$ cat config.mk
export PLATFORM = sky130hd
export DESIGN_NAME = mem_stage_ctrl
export DESIGN_NICKNAME = d
export VERILOG_FILES = /design/src/rtl/mem_stage_ctrl_pkg.sv /design/src/rtl/mem_stage_ctrl_branch_resolve.sv /design/src/rtl/mem_stage_ctrl.sv
export SDC_FILE = /design/constraint.sdc
export NUM_CORES = 1
export LEC_CHECK = 0
export CAP_MARGIN = 0
export CORE_ASPECT_RATIO = 0.6
export CORE_MARGIN = 5
export CORE_UTILIZATION = 39
export CTS_BUF_LIST = sky130_fd_sc_hd__clkbuf_8 sky130_fd_sc_hd__clkbuf_16
export CTS_CLUSTER_DIAMETER = 50
export CTS_CLUSTER_SIZE = 20
export DETAILED_ROUTE_END_ITERATION = 7
export PLACE_DENSITY = 0.86
export RECOVER_POWER = 50
export SLEW_MARGIN = 20
export SYNTH_ARGS = -nofsm -noshare
export SYNTH_HDL_FRONTEND = slang
export SYNTH_SLANG_ARGS = --single-unit
$ cat constraint.sdc
create_clock -name clk -period 7.6 [get_ports clk]
set_input_delay 2.28 -clock clk [delete_from_list [all_inputs] [get_ports clk]]
set_output_delay 2.28 -clock clk [all_outputs]
set_load 0.1 [all_outputs]
$ cat src/rtl/mem_stage_ctrl_pkg.sv
// Shared types and constants for the MEM-stage controller.
package mem_stage_ctrl_pkg;

    typedef enum logic [1:0] {
        ST_IDLE = 2'd0,
        ST_REQ  = 2'd1,
        ST_DONE = 2'd2
    } state_e;

    localparam logic [1:0] PCSRC_SEQ    = 2'b00;
    localparam logic [1:0] PCSRC_BRANCH = 2'b01;
    localparam logic [1:0] PCSRC_JUMP   = 2'b10;

    localparam int unsigned CNT_W = 8;

    function automatic logic word_aligned(input logic [1:0] lsb);
        return (lsb == 2'b00);
    endfunction

endpackage

$ cat src/rtl/mem_stage_ctrl_branch_resolve.sv
// Combinational branch/jump decision and redirect target selection.
module branch_resolve
    import mem_stage_ctrl_pkg::*;
#(
    parameter int unsigned AWIDTH = 32
) (
    input  logic              en,
    input  logic              bbeq,
    input  logic              bbne,
    input  logic              bblez,
    input  logic              bbgtz,
    input  logic              jump,
    input  logic              zero,
    input  logic              negative,
    input  logic [AWIDTH-1:0] branaddr,
    input  logic [AWIDTH-1:0] jmpaddr,
    output logic [1:0]        pcsrc_c,
    output logic [AWIDTH-1:0] target_c,
    output logic              flush_c
);

    logic taken;

    always_comb begin
        pcsrc_c  = PCSRC_SEQ;
        target_c = '0;
        taken    = (bbeq & zero) | (bbne & ~zero) |
                   (bblez & (zero | negative)) | (bbgtz & ~zero & ~negative);
        if (en) begin
            if (jump) begin
                pcsrc_c  = PCSRC_JUMP;
                target_c = jmpaddr;
            end else if (taken) begin
                pcsrc_c  = PCSRC_BRANCH;
                target_c = branaddr;
            end
        end
        flush_c = (pcsrc_c != PCSRC_SEQ);
    end

endmodule

$ cat src/rtl/mem_stage_ctrl.sv
// MEM-stage controller: one data-memory transaction per load/store with stall,
// load-data return, bus-error tracking and branch/jump redirect.
module mem_stage_ctrl
    import mem_stage_ctrl_pkg::*;
#(
    parameter int unsigned AWIDTH  = 32,
    parameter int unsigned DWIDTH  = 32,
    parameter int unsigned TIMEOUT = 255
) (
    input  logic              clk,
    input  logic              rstn,
    input  logic              memrdin,
    input  logic              memwrin,
    input  logic              bbeqin,
    input  logic              bbnein,
    input  logic              bblezin,
    input  logic              bbgtzin,
    input  logic              jumpin,
    input  logic              zeroin,
    input  logic              negativein,
    input  logic [DWIDTH-1:0] aluoutin,
    input  logic [DWIDTH-1:0] regdata2in,
    input  logic [AWIDTH-1:0] branaddrin,
    input  logic [AWIDTH-1:0] jmpaddrin,
    output logic              dmreq,
    output logic              dmwe,
    output logic [AWIDTH-1:0] dmaddr,
    output logic [DWIDTH-1:0] dmwdata,
    input  logic [DWIDTH-1:0] dmrdata,
    input  logic              dmack,
    output logic              stallout,
    output logic [DWIDTH-1:0] rdataout,
    output logic              rdatavalid,
    output logic [1:0]        pcsrcout,
    output logic [AWIDTH-1:0] pctargetout,
    output logic              flushout,
    output logic              buserrout
);

    state_e             state_q, state_d;
    logic [CNT_W-1:0]   cnt_q, cnt_d;
    logic [AWIDTH-1:0]  addr_q, addr_d;
    logic [DWIDTH-1:0]  wdata_q, wdata_d;
    logic               we_q, we_d;
    logic [DWIDTH-1:0]  rdata_q, rdata_d;
    logic               rvalid_q, rvalid_d;
    logic               buserr_q, buserr_d;
    logic               stall_c;
    logic               branch_en_c;
    logic               mem_op_c;

    assign mem_op_c = memrdin | memwrin;

    // Next-state, counter and capture logic.
    always_comb begin
        state_d     = state_q;
        cnt_d       = cnt_q;
        addr_d      = addr_q;
        wdata_d     = wdata_q;
        we_d        = we_q;
        rdata_d     = rdata_q;
        rvalid_d    = 1'b0;
        buserr_d    = buserr_q;
        stall_c     = 1'b0;
        branch_en_c = 1'b0;
        case (state_q)
            ST_IDLE: begin
                if (mem_op_c) begin
                    if (!word_aligned(aluoutin[1:0])) begin
                        buserr_d = 1'b1;
                    end else begin
                        addr_d  = AWIDTH'(aluoutin);
                        wdata_d = regdata2in;
                        we_d    = memwrin;
                        cnt_d   = '0;
                        stall_c = 1'b1;
                        state_d = ST_REQ;
                    end
                end else begin
                    branch_en_c = 1'b1;
                end
            end
            ST_REQ: begin
                stall_c = 1'b1;
                cnt_d   = cnt_q + CNT_W'(1);
                // An ack in the timeout cycle still completes the access.
                if (dmack) begin
                    if (!we_q) begin
                        rdata_d  = dmrdata;
                        rvalid_d = 1'b1;
                    end
                    state_d = ST_DONE;
                end else if (cnt_d == CNT_W'(TIMEOUT)) begin
                    buserr_d = 1'b1;
                    state_d  = ST_DONE;
                end
            end
            ST_DONE: begin
                state_d = ST_IDLE;
            end
            default: begin
                state_d = ST_IDLE;
            end
        endcase
    end

    always_ff @(posedge clk or negedge rstn) begin
        if (!rstn) begin
            state_q  <= ST_IDLE;
            cnt_q    <= '0;
            addr_q   <= '0;
            wdata_q  <= '0;
            we_q     <= 1'b0;
            rdata_q  <= '0;
            rvalid_q <= 1'b0;
            buserr_q <= 1'b0;
        end else begin
            state_q  <= state_d;
            cnt_q    <= cnt_d;
            addr_q   <= addr_d;
            wdata_q  <= wdata_d;
            we_q     <= we_d;
            rdata_q  <= rdata_d;
            rvalid_q <= rvalid_d;
            buserr_q <= buserr_d;
        end
    end

    branch_resolve #(
        .AWIDTH (AWIDTH)
    ) u_branch_resolve (
        .en       (branch_en_c),
        .bbeq     (bbeqin),
        .bbne     (bbnein),
        .bblez    (bblezin),
        .bbgtz    (bbgtzin),
        .jump     (jumpin),
        .zero     (zeroin),
        .negative (negativein),
        .branaddr (branaddrin),
        .jmpaddr  (jmpaddrin),
        .pcsrc_c  (pcsrcout),
        .target_c (pctargetout),
        .flush_c  (flushout)
    );

    assign dmreq      = (state_q == ST_REQ);
    assign dmwe       = we_q;
    assign dmaddr     = addr_q;
    assign dmwdata    = wdata_q;
    assign rdataout   = rdata_q;
    assign rdatavalid = rvalid_q;
    assign buserrout  = buserr_q;
    assign stallout   = stall_c;

endmodule

==> results.toml, run 1 <==
[finish]
drive_gt1_frac = 0.2199
seq_area_sq_um = 2728
multi_input_area_sq_um = 1747
fin_cells = 797
antenna_cells = 0
fin_util = 0.7089
final_net_count = 803
syn_to_final_growth_pct = 79.58
fill_cells = 822

[logic_synthesis]
synth-seq-area-share = 0.5803
synth_commonest_cells = "109 x dfrtp_1, 82 x mux2_2, 33 x a22o_1, 14 x mux2_1, 14 x o21ai_0"
synthesis.nets = 501
synth_top_area_share = 0.5803
netlist_area_sq_um = 4701
yosys.cell_types.count = 36
synth.avg_cell_area_sq_um = 14.38
synthArstFlopShare = 1.000
yosysWarnings = 0
syn_inst = 327
synth-seq-cells = 109
synthTopCellsByArea = "dfrtp_1 58%, mux2_2 20%, a22o_1 6.1%"
synth_edf_count = 0
synth_top_area_cell = "dfrtp_1"
synthFlopType = "dfrtp_1"
synth_most_common_cell = "dfrtp_1"

[timing]
tightest_slew_ps = 2082
slew-limit-headroom = -0.3883
finalSetupTns_ps = 0
whs_ps = 467.8
fin_crit_sh = 0.8947
rsz0062_at_grt = "false"
setup_viol = 0
slew_viol_final = 146
fmax_ghz = 0.1471
fin_skew_ps = 6.384
hold_viol_final = 0
fin_crit_ps = 6799

[run]
cap_violations = 3

[routing]
wl_um = 15980
via_per_inst = 4.890
drc = 0
via_count = 3897
dr.pass1.iters = 4
routedWlPerCell_um = 20.05
postRouteAntennaNets = 0
initialDrtViolationCount = 225

[global_route]
antenna_found_initial = 1
grt_max_degree = 70
grt_pass1_vias = 4252
grt_usage = 0.2152
grt_pass1_wl_um = 23870
grt_overflow = 0

[critical_path]
arrival_ps = 4520
cp_top_family = "buffers and inverters"
critPathLaunchType = "primary input"
crit_chain = "dlygate4sd3_1 > or2_2 > nor3_1 > o311a_1 > buf_4 > a22o_1 > buf_12"
cp.buffers_inverters = 3
cp.required_ps = 5320
crit_slowest_cell = "dlygate4sd3_1"
r2r_slack_ps = 4600
crit_path_max_fanout = 34
crit_path_end_kind = "output pin"
reg2reg_from = "state_q[0]"
worstSetupPathType = "in2out"
ff2ff_path_depth = 4
max_stage_delay_ps = 560
r2r_end = "dmwdata[11]"

[die]
dieArea_sq_um = 14420
die_height_um = 95.04
initial_core_util = 0.3948
die-width_um = 151.7
io_pins = 308
core_area_sq_um = 11910
row_count = 31

[clock_network]
cts_resized = 0
hold_buffers = 0
clk_latency_ps = 330
cts_made_buffers = 9
post_cts_buffers = 0
h-tree-depth = 3
cts_tree = "yes"
clockBufferDepth = 2
cts-root-buf = "clkbuf_16"
path_clk_slew_ps = 60
cts.sinks = 109

[pwr]
switchingPower_w = 0.001969
power.share.clock = 0.133
power.total_w = 0.003578
p_int_w = 0.001609
vdd_ir_drop_max_v = 0.0004005
powerDensity_nw_per_um2 = 423.9
p_seq_frac = 0.244
combPwrFrac = 0.623
p_leak_nw = 3.433
swShare = 0.5504

[placed_design]
port_buffers = 307
place_inst = 783
gp_congestion = 0.8533
dpl.hpwl_um = 12970

[hold_path]
min_path_cells = 1
min_from = "buserrout"
hold_path_class = "reg2reg"
worstHoldEndpoint = "buserrout"

[run_status]
violations = "capacitance limit, slew limit"
status = "finished with violations"
[per-stage QoR]
stage | setup WS [ps] | area (sq um)
final | 800.5 | 8442
after global routing | 648.5 | 8442
after CTS | 949.6 | 8479
after detailed placement | 956.2 | 8175
after global placement | 1091 | 8175
after floorplan | 1105 | 4701
[per-layer routing]
metal / track usage / vias up / part of all wire
met4: 0.03587 / 2 / 0.0083
met3: 0.09264 / 15 / 0.11
met2: 0.3456 / 163 / 0.49
met5: 0 / - / 0.0011
li1: - / 1793 / -
met1: 0.2779 / 1924 / 0.39
[how the worst max path moves through the flow]
| stage | startpoint | end | slack [ps] | depth (start not counted) |
|---|---|---|---|---|
| after floorplan | memwrin | pctargetout[22] | 1100 | 6 |
| after global placement | memwrin | pctargetout[22] | 1090 | 7 |
| after detailed placement | memwrin | pctargetout[31] | 960 | 7 |
| after CTS | memwrin | pctargetout[31] | 950 | 7 |
| after global routing | memwrin | pctargetout[30] | 650 | 7 |
| final | memwrin | pctargetout[31] | 800 | 7 |
[layout make-up]
class,count,share of cell area
Timing Repair Buffer,312,0.4082
Sequential cell,109,0.3231
Multi-Input combinational cell,194,0.2069
Clock buffer,9,0.02668
Tap cell,165,0.02446
Clock inverter,5,0.009337
Inverter,3,0.001334
[cells in the final DEF (no fill, tap or decap), types with 2 or more instances in the layout]
cell type,n
buf_12,35
mux2_1,14
a31oi_1,2
ha_1,2
nor2_1,7
a21oi_1,4
and2_0,3
o21ai_0,14
bufinv_16,2
a22o_1,33
nand2_1,8
inv_1,3
mux2_2,82
dlygate4sd3_1,14
nor3_1,2
or2_2,2
dfrtp_1,109
clkinvlp_4,2
clkdlybuf4s50_1,256
nand4_1,2
clkbuf_16,9
clkbuf_1,2
o31ai_1,2
buf_4,4
[registers in the layout (all words and copies together) (netlist names)]
signal	count
dmaddr	32
rdatavalid	1
state_q	2
rdataout	32
buserrout	1
dmwdata	32
cnt_q	8
dmwe	1
[cells by family after synthesis]
kind of cell	count (synthesis)	synth area share
AOI/OAI and AO/OA	61	0.09662
DFF	109	0.5803
adders and majority gates	2	0.005323
muxes	96	0.2300
and+or+nand+nor	34	0.04339
buffers and inverters	24	0.04258
xor gates and xnor gates	1	0.001864
[worst register-to-register path, delay by kind of cell (launching register included)]
family / cells / cell delay, ps
buffers and inverters: 1 / 660
flip-flops: 1 / 430
multiplexers: 1 / 460
AND/OR/NAND/NOR: 2 / 1340
[power by group through the flow]
stage / clock (W) / combinational, W / sequential, W
after floorplan: 0 / 0.000307 / 0.00222
after global placement: 0 / 0.00223 / 0.000872
after detailed placement: 0 / 0.00224 / 0.000886
after CTS: 0.000494 / 0.00225 / 0.000878
after global routing: 0.000516 / 0.00228 / 0.000902
final: 0.000478 / 0.00223 / 0.000873
(Power assumes the default switching activity.)
==> run 2, diff against run 1 <==
--- a/config.mk
+++ b/config.mk
@@ -8,14 +8,16 @@
 export CAP_MARGIN = 0
 export CORE_ASPECT_RATIO = 0.6
 export CORE_MARGIN = 5
-export CORE_UTILIZATION = 39
+export CORE_UTILIZATION = 40
 export CTS_BUF_LIST = sky130_fd_sc_hd__clkbuf_8 sky130_fd_sc_hd__clkbuf_16
 export CTS_CLUSTER_DIAMETER = 50
 export CTS_CLUSTER_SIZE = 20
 export DETAILED_ROUTE_END_ITERATION = 7
+export GPL_ROUTABILITY_DRIVEN = 0
 export PLACE_DENSITY = 0.86
 export RECOVER_POWER = 50
 export SLEW_MARGIN = 20
 export SYNTH_ARGS = -nofsm -noshare
 export SYNTH_HDL_FRONTEND = slang
+export SYNTH_HIERARCHICAL = 1
 export SYNTH_SLANG_ARGS = --single-unit
==> run 2 against run 1 <==
The flow still finishes with violations (capacitance limit, slew limit). Register-to-register slack worse by 570 ps. Fmax up 0.62%. Combinational power down 5%. Die area up 2.7%. Design area up 2.2%. Flip-flop and latch count unchanged. First-iteration DRC count down 4.4%. Clock skew up 1.1 ps.
==> results.toml, run 2 <==
[die]
die-width_um = 153.8
row_count = 31
die_height_um = 96.29
dieArea_sq_um = 14810
io_pins = 308
core_area_sq_um = 12100
initial_core_util = 0.4102

[clock_network]
clockBufferDepth = 2
hold_buffers = 0
cts-root-buf = "clkbuf_16"
cts_resized = 0
h-tree-depth = 3
clk_latency_ps = 340
path_clk_slew_ps = 70
cts.sinks = 109
cts_made_buffers = 9
cts_tree = "yes"
post_cts_buffers = 0

[logic_synthesis]
synth_commonest_cells = "230 x nand2_1, 109 x dfrtp_1, 33 x nand3_1, 31 x o21ai_0, 17 x mux2_4"
syn_inst = 530
synthFlopType = "dfrtp_1"
synth-seq-cells = 109
synth_top_area_cell = "dfrtp_1"
netlist_area_sq_um = 4964
synthesis.nets = 704
yosysWarnings = 6
synthArstFlopShare = 1.000
synth_most_common_cell = "nand2_1"
synth_top_area_share = 0.5495
synth.avg_cell_area_sq_um = 9.365
synth_edf_count = 0
synthTopCellsByArea = "dfrtp_1 55%, nand2_1 17%, mux2_4 5.1%"
synth-seq-area-share = 0.5495
yosys.cell_types.count = 43

[critical_path]
r2r_end = "dmaddr[1]"
crit_path_max_fanout = 25
max_stage_delay_ps = 450
crit_slowest_cell = "clkdlybuf4s50_1"
crit_chain = "clkdlybuf4s50_1 > nor4_1 > buf_4 > and2_1 > buf_4 > nand2_1 > o21ai_1 > buf_12"
crit_path_end_kind = "output pin"
cp_top_family = "buffers and inverters"
arrival_ps = 4480
critPathLaunchType = "primary input"
cp.required_ps = 5320
worstSetupPathType = "in2out"
ff2ff_path_depth = 3
reg2reg_from = "state_q[0]"
cp_common_cell = "buf_4"
cp.buffers_inverters = 4
r2r_slack_ps = 4030

[run_status]
violations = "capacitance limit, slew limit"
status = "finished with violations"

[timing]
finalSetupTns_ps = 0
fin_skew_ps = 7.526
slew-limit-headroom = -0.5401
fin_crit_sh = 0.8892
hold_viol_final = 0
rsz0062_at_grt = "false"
final.setup.worst_slack_ps = 842.5
tightest_slew_ps = 2310
fmax_ghz = 0.1480
slew_viol_final = 212
fin_crit_ps = 6758
setup_viol = 0

[run]
cap_violations = 4

[finish]
layout_common_cells = "268 x clkdlybuf4s50_1, 230 x nand2_1, 109 x dfrtp_1"
fin_cells = 989
antenna_cells = 0
final_common_cell = "clkdlybuf4s50_1"
drive_gt1_frac = 0.09102
final_net_count = 994
fin_util = 0.7128
syn_to_final_growth_pct = 73.78

[routing]
via_per_inst = 5.058
drc = 0
dr.pass1.iters = 5
routedWlPerCell_um = 18.39
initialDrtViolationCount = 215
via_count = 5002
postRouteAntennaNets = 0
wl_um = 18180

[global_route]
grt_usage = 0.2374
grt_pass1_vias = 5077
grt_overflow = 0
grt_max_degree = 68
antenna_found_initial = 0
grt_pass1_wl_um = 27760

[pwr]
powerDensity_nw_per_um2 = 395.9
p_leak_nw = 3.799
vdd_ir_drop_max_v = 0.0002821

[hold_path]
min_path_cells = 2
min_from = "dmwdata[17]"
worstHoldEndpoint = "dmwdata[17]"
hold_path_class = "reg2reg"

[placed_design]
place_inst = 974
port_buffers = 307
dpl.hpwl_um = 14560
dp_slack_ps = 905.0
## run 2: layer usage
layer / track usage / routed length (um)
met4: 0.06980 / 516
met2: 0.4402 / 9652
met5: 0 / 0
met3: 0.08086 / 1521
met1: 0.2630 / 6493
## run 2: logic make-up (layout without fill, tap and decap cells)
family | count (synthesis) | after routing | synth area share
and+or+nand+nor | 288 | 288 | 0.2425
DFF | 109 | 109 | 0.5495
AOI/OAI and AO/OA | 59 | 59 | 0.07285
buffers and inverters | 38 | 332 | 0.04109
muxes | 32 | 32 | 0.08545
adders and majority gates | 2 | 2 | 0.005041
xor gates and xnor gates | 2 | 2 | 0.003530
## run 2: per-stage QoR
| step | hold slack [ps] | power (W) | cell area [sq um] |
|---|---|---|---|
| CTS | 481.9 | 0.003487 | 8727 |
| finish | 479.5 | 0.003415 | 8626 |
| detailed placement | 463.7 | 0.003033 | 8442 |
| global placement | 458.3 | 0.002993 | 8442 |
| floorplan | 479.0 | 0.002438 | 4964 |
| global route | 506.1 | 0.003531 | 8626 |
## run 2: cell type report
cell class	count	area (sq um)
Fill cell	897	3476
Timing Repair Buffer	314	3448
Multi-Input combinational cell	383	1947
Clock inverter	6	60.06
Sequential cell	109	2728
Tap cell	165	206.4
Clock buffer	9	225.2
Inverter	3	11.26
## run 2: worst register-to-register path, delay by kind of cell (launching register included)
family | cells | cell delay, ps
DFF | 1 | 450
and+or+nand+nor | 3 | 3010
## run 2: worst max path at each step
stage | depth (start not counted) | to | slack [ps] | startpoint
after floorplan | 6 | pctargetout[22] | 30 | memwrin
after CTS | 8 | pctargetout[29] | 890 | memwrin
after detailed placement | 6 | pctargetout[24] | 910 | bblezin
after global routing | 8 | pctargetout[29] | 710 | memwrin
final | 8 | pctargetout[29] | 840 | memwrin
after global placement | 8 | pctargetout[25] | 1040 | memwrin
## run 2: power breakdown
group,internal (W),switching (W),total [W]
logic,0.000498,0.00161,0.00211
registers,0.000757,0.000102,0.000859
clock network,0.000227,0.000216,0.000444
